File: src/rtl/data_bus_bridge.sv
// ---------------------------------------------------------------------------
// data_bus_bridge
// Connects the M stage of the pipeline to a request/acknowledge memory bus.
// A load or store in M raises a bus request. The pipeline is stalled until
// the slave completes the access. Load data is kept in a register so that the
// M stage can consume it in the DONE state.
//
// Parameters
//   KSEG_MAP       1: kseg0/kseg1 virtual addresses (top bits 100/101) are
//                  mapped to physical addresses by clearing bits [31:29]
//
// Ports
//   i_clk          rising-edge clock
//   i_rst          synchronous active-high reset
//   i_mem_en       M-stage instruction is a load or store
//   i_mem_wen[3:0] byte write strobes, 0000 = load (big-endian lanes)
//   i_mem_addr     byte address from the ALU
//   i_mem_wdata    lane-replicated store data
//   i_pipe_advance M stage moves on this cycle
//   o_mem_rdata    registered load data returned to M
//   o_stall_mem    stall request to the hazard unit
//   o_bus_req      request valid
//   o_bus_wr       1 = write, 0 = read
//   o_bus_wstrb    byte strobes
//   o_bus_addr     word-aligned physical address
//   o_bus_wdata    write data
//   i_bus_addr_ok  slave accepts the request this cycle
//   i_bus_data_ok  slave completes the access this cycle
//   i_bus_rdata    read data, valid with i_bus_data_ok
// ---------------------------------------------------------------------------
module data_bus_bridge #(
    parameter int KSEG_MAP = 1
) (
    input  logic        i_clk,
    input  logic        i_rst,
    input  logic        i_mem_en,
    input  logic [3:0]  i_mem_wen,
    input  logic [31:0] i_mem_addr,
    input  logic [31:0] i_mem_wdata,
    input  logic        i_pipe_advance,
    output logic [31:0] o_mem_rdata,
    output logic        o_stall_mem,
    output logic        o_bus_req,
    output logic        o_bus_wr,
    output logic [3:0]  o_bus_wstrb,
    output logic [31:0] o_bus_addr,
    output logic [31:0] o_bus_wdata,
    input  logic        i_bus_addr_ok,
    input  logic        i_bus_data_ok,
    input  logic [31:0] i_bus_rdata
);

    typedef enum logic [1:0] {
        ST_IDLE = 2'd0,
        ST_REQ  = 2'd1,
        ST_WAIT = 2'd2,
        ST_DONE = 2'd3
    } state_t;

    state_t      r_state;
    state_t      w_next_state;

    // Request fields captured when a request leaves IDLE. The address is
    // stored already mapped and word-aligned.
    logic        r_wr;
    logic [3:0]  r_wstrb;
    logic [31:0] r_addr;
    logic [31:0] r_wdata;
    logic [31:0] r_mem_rdata;

    logic        w_wr_in;
    logic [31:0] w_phys_addr;
    logic        w_rd_capture;
    logic        w_latch;

    // Virtual to physical translation. The low two bits are always forced to
    // zero because the bus is word addressed and the strobes select the bytes.
    function automatic logic [31:0] phys_addr(input logic [31:0] vaddr);
        logic [31:0] pa;
        pa = {vaddr[31:2], 2'b00};
        if ((KSEG_MAP != 0) && ((vaddr[31:29] == 3'b100) || (vaddr[31:29] == 3'b101))) begin
            pa[31:29] = 3'b000;
        end else begin
            pa[31:29] = vaddr[31:29];
        end
        return pa;
    endfunction

    assign w_wr_in     = |i_mem_wen;
    assign w_phys_addr = phys_addr(i_mem_addr);
    assign w_latch     = (r_state == ST_IDLE) && i_mem_en;
    assign o_mem_rdata = r_mem_rdata;

    // State register
    always_ff @(posedge i_clk) begin
        if (i_rst) begin
            r_state <= ST_IDLE;
        end else begin
            r_state <= w_next_state;
        end
    end

    // Next-state logic; mem_en is only looked at in IDLE
    always_comb begin
        w_next_state = r_state;
        case (r_state)
            ST_IDLE: begin
                if (i_mem_en) begin
                    if (!i_bus_addr_ok) begin
                        w_next_state = ST_REQ;
                    end else if (i_bus_data_ok) begin
                        w_next_state = ST_DONE;
                    end else begin
                        w_next_state = ST_WAIT;
                    end
                end else begin
                    w_next_state = ST_IDLE;
                end
            end
            ST_REQ: begin
                if (i_bus_addr_ok) begin
                    if (i_bus_data_ok) begin
                        w_next_state = ST_DONE;
                    end else begin
                        w_next_state = ST_WAIT;
                    end
                end else begin
                    w_next_state = ST_REQ;
                end
            end
            ST_WAIT: begin
                if (i_bus_data_ok) begin
                    w_next_state = ST_DONE;
                end else begin
                    w_next_state = ST_WAIT;
                end
            end
            ST_DONE: begin
                if (i_pipe_advance) begin
                    w_next_state = ST_IDLE;
                end else begin
                    w_next_state = ST_DONE;
                end
            end
            default: begin
                w_next_state = ST_IDLE;
            end
        endcase
    end

    // Bus outputs and read-capture strobe. In IDLE the request is driven
    // straight from the pipeline so that a same-cycle accept is possible.
    always_comb begin
        o_bus_req    = 1'b0;
        o_bus_wr     = r_wr;
        o_bus_wstrb  = r_wstrb;
        o_bus_addr   = r_addr;
        o_bus_wdata  = r_wdata;
        w_rd_capture = 1'b0;
        case (r_state)
            ST_IDLE: begin
                o_bus_req    = i_mem_en & ~i_rst;
                o_bus_wr     = w_wr_in;
                o_bus_wstrb  = i_mem_wen;
                o_bus_addr   = w_phys_addr;
                o_bus_wdata  = i_mem_wdata;
                w_rd_capture = i_mem_en & i_bus_addr_ok & i_bus_data_ok & ~w_wr_in;
            end
            ST_REQ: begin
                o_bus_req    = ~i_rst;
                w_rd_capture = i_bus_addr_ok & i_bus_data_ok & ~r_wr;
            end
            ST_WAIT: begin
                o_bus_req    = 1'b0;
                w_rd_capture = i_bus_data_ok & ~r_wr;
            end
            ST_DONE: begin
                o_bus_req    = 1'b0;
                w_rd_capture = 1'b0;
            end
            default: begin
                o_bus_req    = 1'b0;
                w_rd_capture = 1'b0;
            end
        endcase
        // Reset must also release the pipeline immediately.
        o_stall_mem = i_mem_en & (r_state != ST_DONE) & ~i_rst;
    end

    // Request field latch, loaded whenever a request leaves IDLE
    always_ff @(posedge i_clk) begin
        if (i_rst) begin
            r_wr    <= 1'b0;
            r_wstrb <= 4'b0000;
            r_addr  <= 32'h0000_0000;
            r_wdata <= 32'h0000_0000;
        end else if (w_latch) begin
            r_wr    <= w_wr_in;
            r_wstrb <= i_mem_wen;
            r_addr  <= w_phys_addr;
            r_wdata <= i_mem_wdata;
        end else begin
            r_wr    <= r_wr;
            r_wstrb <= r_wstrb;
            r_addr  <= r_addr;
            r_wdata <= r_wdata;
        end
    end

    // Load data register; writes and stray data_ok leave it untouched
    always_ff @(posedge i_clk) begin
        if (i_rst) begin
            r_mem_rdata <= 32'h0000_0000;
        end else if (w_rd_capture) begin
            r_mem_rdata <= i_bus_rdata;
        end else begin
            r_mem_rdata <= r_mem_rdata;
        end
    end

endmodule

File: config.mk
export PLATFORM = sky130hd
export DESIGN_NAME = data_bus_bridge
export DESIGN_NICKNAME = d
export VERILOG_FILES = /design/src/rtl/data_bus_bridge.sv
export SDC_FILE = /design/constraint.sdc
export NUM_CORES = 1
export LEC_CHECK = 0
export CAP_MARGIN = 20
export CORE_MARGIN = 2
export CORE_UTILIZATION = 44
export DETAILED_ROUTE_END_ITERATION = 8
export GPL_TIMING_DRIVEN = 1
export PLACE_DENSITY = 0.86
export SYNTH_ARGS = -nofsm -noshare
export SYNTH_HDL_FRONTEND = slang
export SYNTH_SLANG_ARGS = --single-unit
File: constraint.sdc
create_clock -name i_clk -period 5.54 [get_ports i_clk]
set_clock_uncertainty 0.1 [all_clocks]
set_input_delay 0.554 -clock i_clk [delete_from_list [all_inputs] [get_ports i_clk]]
set_output_delay 0.554 -clock i_clk [all_outputs]
set_load 0.05 [all_outputs]
==> results of run 1 <==
==> routing by layer <==
metal,share of wire,up-vias
li1,-,1969
met1,0.41,1882
met2,0.50,160
met3,0.082,14
met4,0.012,0
met5,0,-
==> worst max-delay path, stage by stage, from the launching register on <==
cell	delay, ps
dfxtp_1	350
inv_1	120
ha_4	810
mux2_2	430
clkdlybuf4s50_1	730
==> layout make-up <==
type / count / area [sq um]
repair buffers: 208 / 2074
well taps: 133 / 166.4
flip-flops and latches: 101 / 2022
clock buffers: 9 / 123.9
inverters: 6 / 22.52
clock inverters: 7 / 76.32
multi-input cells: 329 / 2131
fillers: 740 / 3113
==> power breakdown <==
| part | leakage [nW] | internal (W) | switching, W | total (W) |
|---|---|---|---|---|
| combinational | 1.58 | 0.000325 | 0.000504 | 0.000829 |
| sequential | 0.825 | 0.000772 | 0.0000243 | 0.000796 |
| clock | 0.0954 | 0.000210 | 0.000256 | 0.000466 |
| total | 2.50 | 0.00131 | 0.000784 | 0.00209 |
==> flip-flops by register name (all words and copies together) (netlist names) <==
signal and count:
o_mem_rdata 32, r_addr 30, r_state 2, r_wdata 32, r_wr 1, r_wstrb 4
==> worst max-delay path by stage <==
stage | startpoint | endpoint | slack (ps) | cells after the start
after floorplan | i_rst | o_stall_mem | 2740 | 3
after global routing | r_state[0]$_SDFF_PP0_ | o_bus_addr[31] | 1820 | 5
final | r_state[0]$_SDFF_PP0_ | o_bus_addr[14] | 2000 | 4
after CTS | r_state[0]$_SDFF_PP0_ | o_bus_addr[31] | 1950 | 5
after global placement | r_state[0]$_SDFF_PP0_ | o_bus_addr[31] | 2440 | 5
after detailed placement | r_state[0]$_SDFF_PP0_ | o_bus_addr[31] | 2360 | 5
==> logic make-up (layout without fill, tap and decap cells) <==
logic type,Yosys count,count (layout)
multiplexers,65,65
other,1,2
flip-flops,101,101
AND/OR/NAND/NOR,148,148
adder cells (fa/ha/maj),4,4
AO/OA/AOI/OAI,110,110
buffers and inverters,45,230
==> placed cells by master (no fill, tap or decap) <==
cell / Yosys / layout
conb_1: 1 / 2
a22o_2: 2 / 2
buf_4: 4 / 3
nor4_4: 1 / 1
nand2_1: 135 / 134
o21ai_0: 1 / 1
ha_1: 4 / 3
a21boi_0: 1 / 1
o21ba_4: 1 / 1
a22o_1: 30 / 30
clkbuf_8: 0 / 9
a211oi_1: 1 / 1
buf_2: 14 / 1
ha_4: 0 / 1
bufinv_16: 0 / 1
and3_1: 1 / 1
a32oi_2: 1 / 1
clkdlybuf4s50_1: 0 / 203
or2_1: 1 / 1
clkinvlp_4: 0 / 2
a21o_1: 1 / 1
mux2_2: 65 / 65
a311oi_1: 1 / 1
clkinv_2: 0 / 1
a21oi_1: 71 / 71
nand2_2: 0 / 1
inv_1: 6 / 6
nor3b_1: 1 / 1
and2_2: 0 / 1
nor2_8: 1 / 1
nand3_1: 2 / 2
clkinv_4: 0 / 3
nor3_4: 1 / 1
nand2b_1: 1 / 1
buf_8: 0 / 1
dfxtp_1: 101 / 101
nor2_1: 3 / 3
==> per-stage QoR <==
stage	setup slack, ps	instance area, sq um	hold WS, ps	utilization	cells
4_1_cts	1950	6601	361.3	0.6785	792
3_3_place_gp	2436	6401	339.8	0.6579	776
2_1_floorplan	2744	4383	333.8	-	475
3_5_place_dp	2360	6401	347.4	0.6579	776
6_report	1995	6616	359.3	0.6800	793
5_1_grt	1824	6616	379.3	0.6800	793
==> summary.txt, run 1 <==
count leader, synth = nand2_1
Ports = 209
period utilization = 0.6399
post-route ant nets = 0
Post-CTS Resized = 0
Synth area leaders = dfxtp_1 46%, mux2_2 17%, nand2_1 12%
Mapped Cells = 474
Hold Buf Count CTS = 0
number of synthesized flops with an enable pin = 0
async set-reset flop share out of synthesis = 0
GRT overflow = 0
Leak = 2.505 nW
Final Hold Fails = 0
compound-cell area share of the yosys netlist = 0.1614
#FFs+latches synth = 101
Critical Path Source Type = flip-flop
vias in the first global route = 3966
CTS sink count = 101
WP data required = 4890 ps
reg2reg end = r_wdata[30]$_SDFFE_PP0P_
Mapped Area = 0.004379 sq mm
Synth top area share = 0.4617
DR DRC count = 0
Post-Synth Simple-Gate Area = 0.1411
Hold WC Path Type = flip-flop to flip-flop
VDD IR max = 0.1703 mV
deepest level of the CTS H-tree = 3
final worst path period need = 3545 ps
Post-CTS Repair Setup Buffers = 0
initial antenna violation count = 0
Clock Latency Late Sink = 370 ps
Die W = 103.8 microns
Worst-path clk slew = 100 ps
row cnt = 36
Max Cap Viol = 0
XOR/XNOR Fraction of Synth Area = 0
Detailed Routing Iterations Pass 1 = 5
top post-synthesis cells by count = 135 x nand2_1, 101 x dfxtp_1, 71 x a21oi_1
crit-path max FO = 74
Initial Util = 0.4501
CP Data Arrival Time = 2890 ps
CTS max path bufs = 2
n_diodes = 0
FF-to-FF path depth = 6
largest family of logic cells by synthesized area = multiplexers
status = complete, no violations
Hold Path Origin = r_addr[22]$_SDFFE_PP0P_
core box area = 0.009729 sq mm
Slew Viols, Final = 0
CTS Buf Count = 9
syn avg cell area = 9.239 sq um
DR WL/cell = 15.75 microns
Final Net Count = 765
reg-to-reg setup timing slack = 2630 ps
Root Buffer = clkbuf_8
unrepaired setup endpoints after global routing = false
critical path type = flip-flop to output pin
gpl congestion = 0.8116
ratio of cells with drive above 1 in the final layout = 0.1455
Worst Hold Path EP = r_addr[22]$_SDFFE_PP0P_
Via-to-Cell Ratio = 5.076
Vias = 4025
pin count of the biggest net entering global routing = 75
DP Wirelength = 8618 microns
sequential share of the synthesized area = 0.4617
most used flip-flop cell after synthesis = dfxtp_1
I/O Buffers = 204
met2 Track Usage GR = 0.3912
adder-cell share of the synthesized area = 0.01143
area grow syn2layout = 51.09%
reg-to-reg startpoint = r_state[0]$_SDFF_PP0_
Die ar. = 0.01077 sq mm
Rel. slew slack = 0.3130
first-pass GRT wire length = 19690 microns
final setup violation count = 0
chip height = 103.8 microns
power density over cell area = 316.2 mW/mm^2
grt met1 use = 0.2610
Hold Path Depth = 2
met3 usage = 0.06356
post-synthesis mux area share = 0.1671
final wirelength = 12490 microns
Synth cell types = 30
TNS Setup = 0 ps
initial DRC count = 189
CTS tree = done
synthesis warning total = 0
GRT Total Usage = 0.2242
Fmax achieved = 282.1 MHz
GRT busiest layer = met2
cell taking the most area after synthesis = dfxtp_1
worst-margin pin slew = 1031 ps
PnR Total Power = 0.002092 W
kind of end point of the critical path = output pin
Note: power is estimated with default switching activity, not from simulation.
==> inputs of run 2 (changes only) <==
--- a/config.mk
+++ b/config.mk
@@ -7,10 +7,10 @@
 export LEC_CHECK = 0
 export CAP_MARGIN = 20
 export CORE_MARGIN = 2
-export CORE_UTILIZATION = 44
+export CORE_UTILIZATION = 41
 export DETAILED_ROUTE_END_ITERATION = 8
 export GPL_TIMING_DRIVEN = 1
-export PLACE_DENSITY = 0.86
+export PLACE_DENSITY = 0.8
 export SYNTH_ARGS = -nofsm -noshare
 export SYNTH_HDL_FRONTEND = slang
 export SYNTH_SLANG_ARGS = --single-unit
==> constraint.sdc (replaced) <==
create_clock -name i_clk -period 3.4 [get_ports i_clk]
set_clock_uncertainty 0.1 [all_clocks]
set_input_delay 0.34 -clock i_clk [delete_from_list [all_inputs] [get_ports i_clk]]
set_output_delay 0.34 -clock i_clk [all_outputs]
set_load 0.05 [all_outputs]
==> summary.txt, run 2 (synthesis gave the netlist of run 1 again) <==
DP Wirelength = 8583 microns (was 8618 microns)
ratio of cells with drive above 1 in the final layout = 0.1519 (was 0.1455)
final wirelength = 12070 microns (was 12490 microns)
GRT overflow = 0 (unchanged)
crit-path max FO = 38 (was 74)
Hold WC Path Type = flip-flop to flip-flop (unchanged)
Post-CTS Resized = 0 (unchanged)
VDD IR max = 0.2955 mV (was 0.1703 mV)
n_diodes = 0 (unchanged)
Rel. slew slack = 0.4794 (was 0.3130)
Vias = 4028 (was 4025)
most frequent cells in the layout = 202 x clkdlybuf4s50_1, 134 x nand2_1, 101 x dfxtp_1 (was 203 x clkdlybuf4s50_1, 134 x nand2_1, 101 x dfxtp_1)
Die W = 107.4 microns (was 103.8 microns)
chip height = 107.4 microns (was 103.8 microns)
CTS tree = done (unchanged)
Worst-path clk slew = 110 ps (was 100 ps)
Detailed Routing Iterations Pass 1 = 4 (was 5)
critical path type = flip-flop to output pin (unchanged)
CTS sink count = 101 (unchanged)
Slew Viols, Final = 0 (unchanged)
core box area = 0.01037 sq mm (was 0.009729 sq mm)
Fmax achieved = 310.7 MHz
period utilization = 0.9466
Final Util = 0.6417 (was 0.6800)
Ports = 209 (unchanged)
final setup violation count = 0 (unchanged)
gpl congestion = 0.8115 (was 0.8116)
DR WL/cell = 15.07 microns (was 15.75 microns)
post-route ant nets = 0 (unchanged)
vias in the first global route = 3928 (was 3966)
final worst path period need = 3219 ps
Critical Path Source Type = flip-flop (unchanged)
DR DRC count = 0 (unchanged)
worst-margin pin slew = 781.0 ps (was 1031 ps)
initial DRC count = 175 (was 189)
Final Non-Filler Cells = 801 (was 793)
Hold Path Origin = r_addr[14]$_SDFFE_PP0P_ (was r_addr[22]$_SDFFE_PP0P_)
TNS Setup = 0 ps (unchanged)
Final Net Count = 770 (was 765)
area grow syn2layout = 51.94% (was 51.09%)
Root Buffer = clkbuf_8 (unchanged)
Initial Util = 0.4223 (was 0.4501)
Fillers = 865 (was 740)
row cnt = 37 (was 36)
Post-CTS Repair Setup Buffers = 0 (unchanged)
Final Hold Fails = 0 (unchanged)
status = complete, no violations (unchanged)
Max Cap Viol = 0 (unchanged)
Die ar. = 0.01152 sq mm (was 0.01077 sq mm)
Leak = 2.538 nW (was 2.505 nW)
# placed instances = 785 (was 776)
pin count of the biggest net entering global routing = 73 (was 75)
CP Launch Point = r_state[1]$_SDFF_PP0_ (was r_state[0]$_SDFF_PP0_)
WP data required = 2960 ps (was 4890 ps)
Hold Buf Count CTS = 0 (unchanged)
unrepaired setup endpoints after global routing = false (unchanged)
PnR Total Power = 0.003445 W (was 0.002092 W)
GRT Total Usage = 0.2035 (was 0.2242)
kind of end point of the critical path = output pin (unchanged)
I/O Buffers = 204 (unchanged)
power density over cell area = 517.8 mW/mm^2 (was 316.2 mW/mm^2)
CTS max path bufs = 2 (unchanged)
CTS Buf Count = 9 (unchanged)
initial antenna violation count = 0 (unchanged)
commonest non-fill, non-tap cell in the layout = clkdlybuf4s50_1 (unchanged)
deepest level of the CTS H-tree = 3 (unchanged)
Via-to-Cell Ratio = 5.029 (was 5.076)
reg-to-reg startpoint = r_state[1]$_SDFF_PP0_ (was r_state[0]$_SDFF_PP0_)
Clock Latency Late Sink = 360 ps (was 370 ps)
first-pass GRT wire length = 18910 microns (was 19690 microns)
CP Data Arrival Time = 2780 ps (was 2890 ps)
run 2: cell type report:
class	instances	area [sq um]	area share
clock buffer	11	141.4	0.02125
clock inverter	5	65.06	0.009778
inverter	6	22.52	0.003385
multi-input combinational	329	2131	0.3202
sequential	101	2022	0.3039
tap	136	170.2	0.02557
timing repair buffer	213	2102	0.3159
run 2: power by group:
| part | internal, W | switching [W] |
|---|---|---|
| Sequential | 0.00126 | 0.0000389 |
| Clock | 0.000371 | 0.000418 |
| Combinational | 0.000539 | 0.000821 |
run 2: per-stage QoR:
step / cell area, sq um / hold WS (ps) / setup slack [ps]
floorplan: 4383 / 333.8 / 872.7
global placement: 6447 / 338.8 / 610.4
detailed placement: 6447 / 346.5 / 570.9
CTS: 6654 / 361.0 / 164.7
global route: 6654 / 378.4 / 35.30
finish: 6654 / 358.2 / 181.4
run 2: path summary, 6_finish.rpt:
kind | end | slack, ps | cells after the start
setup reg to reg | r_wdata[8]$_SDFFE_PP0P_ | 900 | 6
hold reg to reg | r_addr[14]$_SDFFE_PP0P_ | 360 | 2
hold / removal | r_addr[14]$_SDFFE_PP0P_ | 360 | 2
setup / recovery | o_bus_wstrb[1] | 180 | 5
run 2: routing by layer:
layer	wire, microns	GRT usage	vias to the layer above
li1	-	-	1988
met1	5023	0.2388	1888
met2	5916	0.3599	140
met3	979	0.06114	12
met4	153	0.05586	0
met5	0	0	-
run 2: worst max-delay path, cell delays in order (launching register included):
cell             delay [ps]
dfxtp_1                 350
inv_1                   120
ha_4                    500
buf_4                   340
mux2_2                  360
clkdlybuf4s50_1         720
==> inputs of run 3 (changes only) <==
--- a/config.mk
+++ b/config.mk
@@ -6,7 +6,6 @@
 export NUM_CORES = 1
 export LEC_CHECK = 0
 export CAP_MARGIN = 20
-export CORE_MARGIN = 2
 export CORE_UTILIZATION = 41
 export DETAILED_ROUTE_END_ITERATION = 8
 export GPL_TIMING_DRIVEN = 1
==> summary.txt, run 3 (synthesis gave the netlist of run 1 again) <==
DR WL/cell = 15.29 microns (was 15.07 microns)
n_diodes = 0 (unchanged)
TNS Setup = 0 ps (unchanged)
first-pass GRT wire length = 19800 microns (was 18910 microns)
VDD IR max = 0.2751 mV (was 0.2955 mV)
GRT overflow = 0 (unchanged)
deepest level of the CTS H-tree = 3 (unchanged)
pin count of the biggest net entering global routing = 73 (unchanged)
initial antenna violation count = 0 (unchanged)
initial DRC count = 242 (was 175)
Fillers = 882 (was 865)
CP Data Arrival Time = 2670 ps (was 2780 ps)
DP Wirelength = 8637 microns (was 8583 microns)
CTS sink count = 101 (unchanged)
# placed instances = 784 (was 785)
Hold Buf Count CTS = 0 (unchanged)
Routed met1 length = 5256 microns (was 5023 microns)
area grow syn2layout = 50.94% (was 51.94%)
Post-CTS Repair Setup Buffers = 0 (unchanged)
CTS tree = done (unchanged)
final wirelength = 12200 microns (was 12070 microns)
power density over cell area = 503.5 mW/mm^2 (was 517.8 mW/mm^2)
Root Buffer = clkbuf_8 (unchanged)
sequential cell area = 0.002022 sq mm (unchanged)
Initial Util = 0.4242 (was 0.4223)
Detailed Routing Iterations Pass 1 = 4 (unchanged)
metal3 WL = 832 microns (was 979 microns)
Clock Latency Late Sink = 350 ps (was 360 ps)
worst-margin pin slew = 782.8 ps (was 781.0 ps)
status = complete, no violations (unchanged)
row cnt = 37 (unchanged)
final worst path period need = 3113 ps (was 3219 ps)
unrepaired setup endpoints after global routing = false (unchanged)
Ports = 209 (unchanged)
kind of end point of the critical path = output pin (unchanged)
vias in the first global route = 4123 (was 3928)
area of the multi-input gates = 0.002131 sq mm (unchanged)
GRT Total Usage = 0.2216 (was 0.2035)
Hold WC Path Type = flip-flop to flip-flop (unchanged)
Final Net Count = 769 (was 770)
critical path type = flip-flop to output pin (unchanged)
Via-to-Cell Ratio = 5.103 (was 5.029)
Die ar. = 0.01110 sq mm (was 0.01152 sq mm)
ratio of cells with drive above 1 in the final layout = 0.1450 (was 0.1519)
CTS Buf Count = 9 (unchanged)
period utilization = 0.9156 (was 0.9466)
Die W = 105.4 microns (was 107.4 microns)
final setup violation count = 0 (unchanged)
I/O Buffers = 204 (unchanged)
Final Non-Filler Cells = 798 (was 801)
Top Layer Used = met4 (unchanged)
Rel. slew slack = 0.4781 (was 0.4794)
commonest non-fill, non-tap cell in the layout = clkdlybuf4s50_1 (unchanged)
Fmax achieved = 321.2 MHz (was 310.7 MHz)
Post-CTS Resized = 0 (unchanged)
DR DRC count = 0 (unchanged)
Final Hold Fails = 0 (unchanged)
gpl congestion = 0.7623 (was 0.8115)
chip height = 105.4 microns (was 107.4 microns)
Critical Path Source Type = flip-flop (unchanged)
CTS max path bufs = 2 (unchanged)
crit-path max FO = 29 (was 38)
post-route ant nets = 0 (unchanged)
Max Cap Viol = 0 (unchanged)
WP data required = 2960 ps (about the same)
met2 wire len = 5873 microns (was 5916 microns)
Slew Viols, Final = 0 (unchanged)
most frequent cells in the layout = 202 x clkdlybuf4s50_1, 134 x nand2_1, 101 x dfxtp_1 (unchanged)
Vias = 4072 (was 4028)
Leak = 2.513 nW (was 2.538 nW)
Worst-path clk slew = 90 ps (was 110 ps)
core box area = 0.01032 sq mm (was 0.01037 sq mm)
-- run 3: layout make-up --
class                      count  area share
clock buffer                  13     0.02253
clock inverter                 1    0.001325
inverter                       6    0.003407
multi-input combinational    329      0.3224
sequential                   101      0.3059
tap                          136     0.02574
timing repair buffer         212      0.3188
-- run 3: critical path, cell delays in order, from the launching register on --
cell	delay [ps]
dfxtp_1	350
inv_1	130
ha_4	460
buf_4	300
mux2_2	350
clkdlybuf4s50_1	730
-- run 3: metal layers --
layer  GRT usage  up-vias
li1            -     1977
met1      0.2613     1911
met2      0.3882      164
met3     0.05195       20
met4     0.08451        0
met5           0        -
-- run 3: worst paths after layout --
path / startpoint / to / slack [ps] / cells after the start
hold reg to reg: r_addr[10]$_SDFFE_PP0P_ / r_addr[10]$_SDFFE_PP0P_ / 360 / 2
setup reg to reg: r_state[0]$_SDFF_PP0_ / r_addr[6]$_SDFFE_PP0P_ / 990 / 6
setup / recovery: r_state[0]$_SDFF_PP0_ / o_bus_wdata[12] / 290 / 5
hold / removal: r_addr[10]$_SDFFE_PP0P_ / r_addr[10]$_SDFFE_PP0P_ / 360 / 2
-- run 3: through the flow --
stage          hold slack (ps)  utilization  worst slack, ps  power [W]  area [sq um]
2_1_floorplan            333.8            -            872.7   0.002228          4383
3_3_place_gp             339.1       0.6250            727.9   0.002671          6452
3_5_place_dp             347.0       0.6250            670.6   0.002695          6452
4_1_cts                  360.0       0.6403            257.5   0.003357          6610
5_1_grt                  380.6       0.6403            185.6   0.003481          6610
6_report                 356.2       0.6403            287.1   0.003328          6610
-- run 3: where the power goes --
part | switching [W] | leakage (nW) | internal (W)
clock network | 0.000378 | 0.0796 | 0.000281
registers | 0.0000403 | 0.825 | 0.00126
logic | 0.000827 | 1.61 | 0.000543
total | 0.00125 | 2.51 | 0.00208
